===== src/rtl/gray_counter.sv =====
// Up/down binary counter with a registered Gray-code view, a wrap pulse (tc)
// and a per-edge "Gray changed" flag. Load has priority over count enable.
module gray_counter #(
   parameter int WIDTH = 4
) (
   input  logic             clk,
   input  logic             rst,
   input  logic             en,
   input  logic             up,
   input  logic             load,
   input  logic [WIDTH-1:0] load_val,
   output logic [WIDTH-1:0] bin,
   output logic [WIDTH-1:0] gray,
   output logic             tc,
   output logic             changed
);

   localparam logic [WIDTH-1:0] ONE = {{(WIDTH-1){1'b0}}, 1'b1};

   logic [WIDTH-1:0] next_bin;
   logic [WIDTH-1:0] next_gray;
   logic             next_tc;

   always_comb begin
      // NOTE: every output of this block gets a default first, so no path can infer a latch.
      next_bin = bin;
      next_tc  = 1'b0;
      if (load) begin
         next_bin = load_val;
      end else if (en) begin
         if (up) begin
            next_bin = bin + ONE;
            next_tc  = &bin;
         end else begin
            next_bin = bin - ONE;
            next_tc  = ~|bin;
         end
      end
   end

   assign next_gray = next_bin ^ (next_bin >> 1);

   // Gray is encoded from next_bin so it lands on the same edge as bin.
   always_ff @(posedge clk or posedge rst) begin
      if (rst) begin
         bin     <= '0;
         gray    <= '0;
         tc      <= 1'b0;
         changed <= 1'b0;
      end else begin
         // NOTE: non-blocking assignments so every register samples pre-edge values.
         bin     <= next_bin;
         gray    <= next_gray;
         tc      <= next_tc;
         changed <= (next_gray != gray);
      end
   end

endmodule


===== config.mk =====
export PLATFORM = sky130hd
export DESIGN_NAME = gray_counter
export DESIGN_NICKNAME = d
export VERILOG_FILES = /design/src/rtl/gray_counter.sv
export SDC_FILE = /design/constraint.sdc
export NUM_CORES = 1
export LEC_CHECK = 0
export CORE_UTILIZATION = 35
export DETAILED_ROUTE_END_ITERATION = 8
export PLACE_DENSITY = 0.66
export SLEW_MARGIN = 20
export SYNTH_ARGS = -nofsm -noshare
export SYNTH_HDL_FRONTEND = slang
export SYNTH_SLANG_ARGS = --single-unit

===== constraint.sdc =====
create_clock -name clk -period 1.8 [get_ports clk]
set_input_delay 0.18 -clock clk [delete_from_list [all_inputs] [get_ports clk]]
set_output_delay 0.18 -clock clk [all_outputs]
set_load 0.02 [all_outputs]

# After elaboration in Yosys (flattened, before gate mapping)
# Index checks and enable logic that the tools add are counted.
# Widths: inputs -> output; s select.
# classes
addsub	2
n_eq_ne	1
muxes	6
bitwise	1
reduce_logical	3
# ops
operator	count
$mux 4	3
$add 4x1->4 const B	1
$ne 4x4->1	1
$reduce_and 4->1	1
$reduce_or 4->1	1
$sub 4x1->4 const B	1
$xor 4x3->4	1
$mux 1	3
$logic_not 1->1	1
# word_totals
regBits	10
out_inout_bits	10

# Longest topological paths before layout
# Gate-level depths: netlist of run 1.
# logic_depth
word_depth	6
depth_mapped	7
mapped_depth_nobuf	7

# Worst setup path after synthesis of run 1
# Ideal clock, no wire load.
# synth_path
path_type	reg2reg
start	reg bin[0]
end	reg changed
setup_ns	0.132
arrival_ns	1.866
t_required_ns	1.668
slack_ns	-0.198
stages_incl_launch_ff	7
n_path_buf	0
cell_sequence	dfrtp_1 fa_1 xor2_1 a221oi_4 xnor2_1 and3_1 o21ai_1
# synth_between
elab_chain_len	6
# synth_lines
element	line	source
start, declared	12	output logic [WIDTH-1:0] bin,
start signal, assigned	52	bin <= next_bin;
$sub 4x1->4 or $add 4x1->4 (tied branches)	35, 32	
$mux 4	31	if (up) begin
$mux 4 (*)	30	end else if (en) begin
$mux 4 (*)	28	if (load) begin
$xor 4x3->4 (*)	41	assign next_gray = next_bin ^ (next_bin >> 1);
$ne 4x4->1 (*)	55	changed <= (next_gray != gray);
end signal, assigned	55	
end, declared	15	output logic changed
# Mark *: on every way between the ends. The rest lies on a longest branch, timed or not.

# Worst setup path in the final report of run 1
# layout_path
start	reg bin[1]
end	reg changed
# Same word-level chain as after synthesis.

==> metrics.md, run 1 <==
| Metric | Value |
|---|---|
| Largest net degree at the start of global routing | `12` |
| Required @ worst endpoint | `1.92 ns` |
| Hold Path Class | `in2async` |
| Crit Path Max Fanout | `4` |
| Initial DRT Pass Iterations | `3` |
| Clock Skew | `0.00831 ns` |
| Ant. Diodes | `0` |
| Unrepaired setup endpoints after global routing | `true` |
| Asr flop ratio synth | `100%` |
| Num ports | `19` |
| Overall Power | `0.915 mW` |
| Post-synth top area share | `38.2%` |
| Synth warnings | `0` |
| WS Path Type | `reg2reg` |
| Fill cell count | `125` |
| Nets | `107` |
| Seq/Total Area, Yosys | `38.2%` |
| Worst-margin pin slew | `0.359 ns` |
| Post-Syn Instances | `59` |
| TritonCTS Buffers | `3` |
| Crit path capture type | `flop` |
| Routed Antenna Nets | `0` |
| Max-cap viol count | `0` |
| Grt ovf | `0` |
| Global-route usage over all layers | `17.4%` |
| Layout cells sized above 1 | `33.0%` |
| Post-synth EDFFs | `0` |
| Post-route setup slack | `-0.0749 ns` |
| First-pass GRT wire length | `2350 µm` |
| Die Wd | `43.0 µm` |
| Syn_nets | `71` |
| P&R area growth vs syn | `65.8%` |
| Via count | `530` |
| Fmax | `533 MHz` |
| H-tree Lvls | `1` |
| Number of global-route vias before repair | `543` |
| Register Area | `229 µm²` |
| DRC | `0` |
| Outcome | `finished with violations` |
| Tmin final | `1.87 ns` |
| Top cells by area, synth | `dfrtp_1, xnor2_1, xor2_1` |
| Synthesized cell area | `589 µm²` |
| Pwr Density | `937 nW/µm²` |
| GPL Wtd Cong | `0.799` |
| Avg Inst Size Synth | `9.99 µm²` |
| Final Hold Fails | `0` |
| Iter 0 DRT Violations | `11` |
| Initial Util | `38.2%` |
| CTS tree | `yes` |
| Multi-input logic area | `385 µm²` |
| Final period util | `104%` |
| Chip Height | `43.0 µm` |
| FF+latch count, synth | `9` |
| Row count | `14` |
| Pre-CTS setup slack | `-0.430 ns` |
| Clock Sinks | `9` |
| Prevailing post-synth register cell | `dfrtp_1` |
| Routed len/inst | `11.9 µm` |
| Initial antenna violation count | `0` |
| CP Launch Type | `flop` |
| Final Max Slew Viols | `0` |
| Yosys top cell by area | `dfrtp_1` |
| Failing checks | `negative setup slack` |
| Total die area | `1850 µm²` |
| P_leak | `0.435 nW` |
| Most frequent cell after synthesis | `dfrtp_1` |
| Port Buffer Count | `18` |
| Detailed Route WL | `1310 µm` |
| Post-DP HPWL | `1040 µm` |
| Synth cell types | `28` |
| Hold buffer count at CTS | `0` |
| Worst-case clock buffer depth | `2` |
| Drt via density | `4.82` |
| Peak supply drop | `605 µV` |
| Setup violations, final | `1` |
| Worst-Skew Late Latency | `0.26 ns` |
| Post-Place Cells | `104` |
| Cell Count, Final, Fillers Out | `110` |
| Root buf cell | `clkbuf_4` |
| Slew HR | `76.1%` |
| Crit path arrival time | `2.00 ns` |
| Synth top cells by count | `dfrtp_1, xnor2_1, xor2_1` |
| Core area | `1540 µm²` |
| Clock-pin slew on the worst setup and hold paths | `0.06 ns` |
==> layer usage <==
| layer | track usage, % | vias up | part of all wire [%] |
|---|---|---|---|
| li1 | - | 273 | - |
| met1 | 21.5 | 241 | 45 |
| met2 | 29.1 | 16 | 51 |
| met3 | 5.11 | 0 | 4.1 |
| met4 | 5.45 | 0 | 0 |
| met5 | 0 | - | 0 |
==> critical path: stages (launching register included) <==
cell and delay, ns:
dfrtp_2 0.43, fa_2 0.39, xor2_2 0.17, a221oi_4 0.36, xnor2_1 0.10, a221oi_1 0.21, o21ai_1 0.10
==> kinds of logic after synthesis <==
kind of cell | after synthesis | share of synthesized area (%)
fa+ha+maj | 3 | 7.64
mux | 1 | 1.70
simple gates | 18 | 15.9
buf+inv | 6 | 5.09
flops | 9 | 38.2
xor+xnor | 11 | 16.3
compound gates | 11 | 15.1
==> registers in the layout, summed over array words and instances (netlist names) <==
register	count
gray	3
tc	1
bin	4
changed	1
==> layout make-up <==
cell class | count | area share, %
inverters | 3 | 1.15
well taps | 16 | 2.05
flip-flops and latches | 9 | 23.4
repair buffers | 34 | 31.2
clock buffers | 4 | 2.69
multi-input cells | 44 | 39.4
==> power breakdown <==
group          total (mW)  switching, mW  internal (mW)
Clock               0.149         0.0636         0.0850
Sequential          0.287         0.0406          0.247
Combinational       0.480          0.217          0.262
==> what timing repair did <==
item | in CTS | in global routing
buffers inserted | 0 | 2
gates cloned | 0 | 0
setup endpoints to repair | 3 | 2
gates resized for setup | 7 | 2
pin swaps | 4 | 7
==> per-stage QoR <==
step / cell area [µm²] / TNS, ns / util, % / hold slack (ns)
CTS: 947 / -0.0965 / 61.4 / 0.178
floorplan: 603 / -0.117 / - / 0.00772
detailed placement: 890 / -1.80 / 57.7 / 0.457
finish: 977 / -0.0749 / 63.4 / 0.175
global route: 977 / -0.274 / 63.4 / 0.225
global placement: 890 / -1.69 / 57.7 / 0.456
==> path summary, 6_finish.rpt <==
check	start	to	slack, ns	cells after the start
worst max-delay path	bin[1]	changed	-0.07	6
worst min-delay path	rst	gray[1]	0.17	2
worst max register to register	bin[1]	changed	-0.07	6
worst min register to register	gray[1]	changed	0.71	3
max in group asynchronous	rst	bin[0]	1.36	2
min in group clk	en	tc	0.64	3
==> layout by cell type (no fill, tap or decap), drive strengths merged, types with 2 or more instances in the layout <==
cell            n
nor3            2
inv             3
buf            16
clkdlybuf4s50  16
a21o            2
nand2           3
xor2            5
clkbuf          4
nor2            4
o21ai           4
ha              2
dfrtp           9
xnor2           6
a221oi          2
and3            2
No activity file was read; power rests on OpenSTA's default activity.
==> run 2, diff against run 1 <==
- ABC_CLOCK_PERIOD_IN_PS: default -> 1800
==> results of run 2 <==
Same layout as run 1: the final DEF is identical, and so are final timing and power.
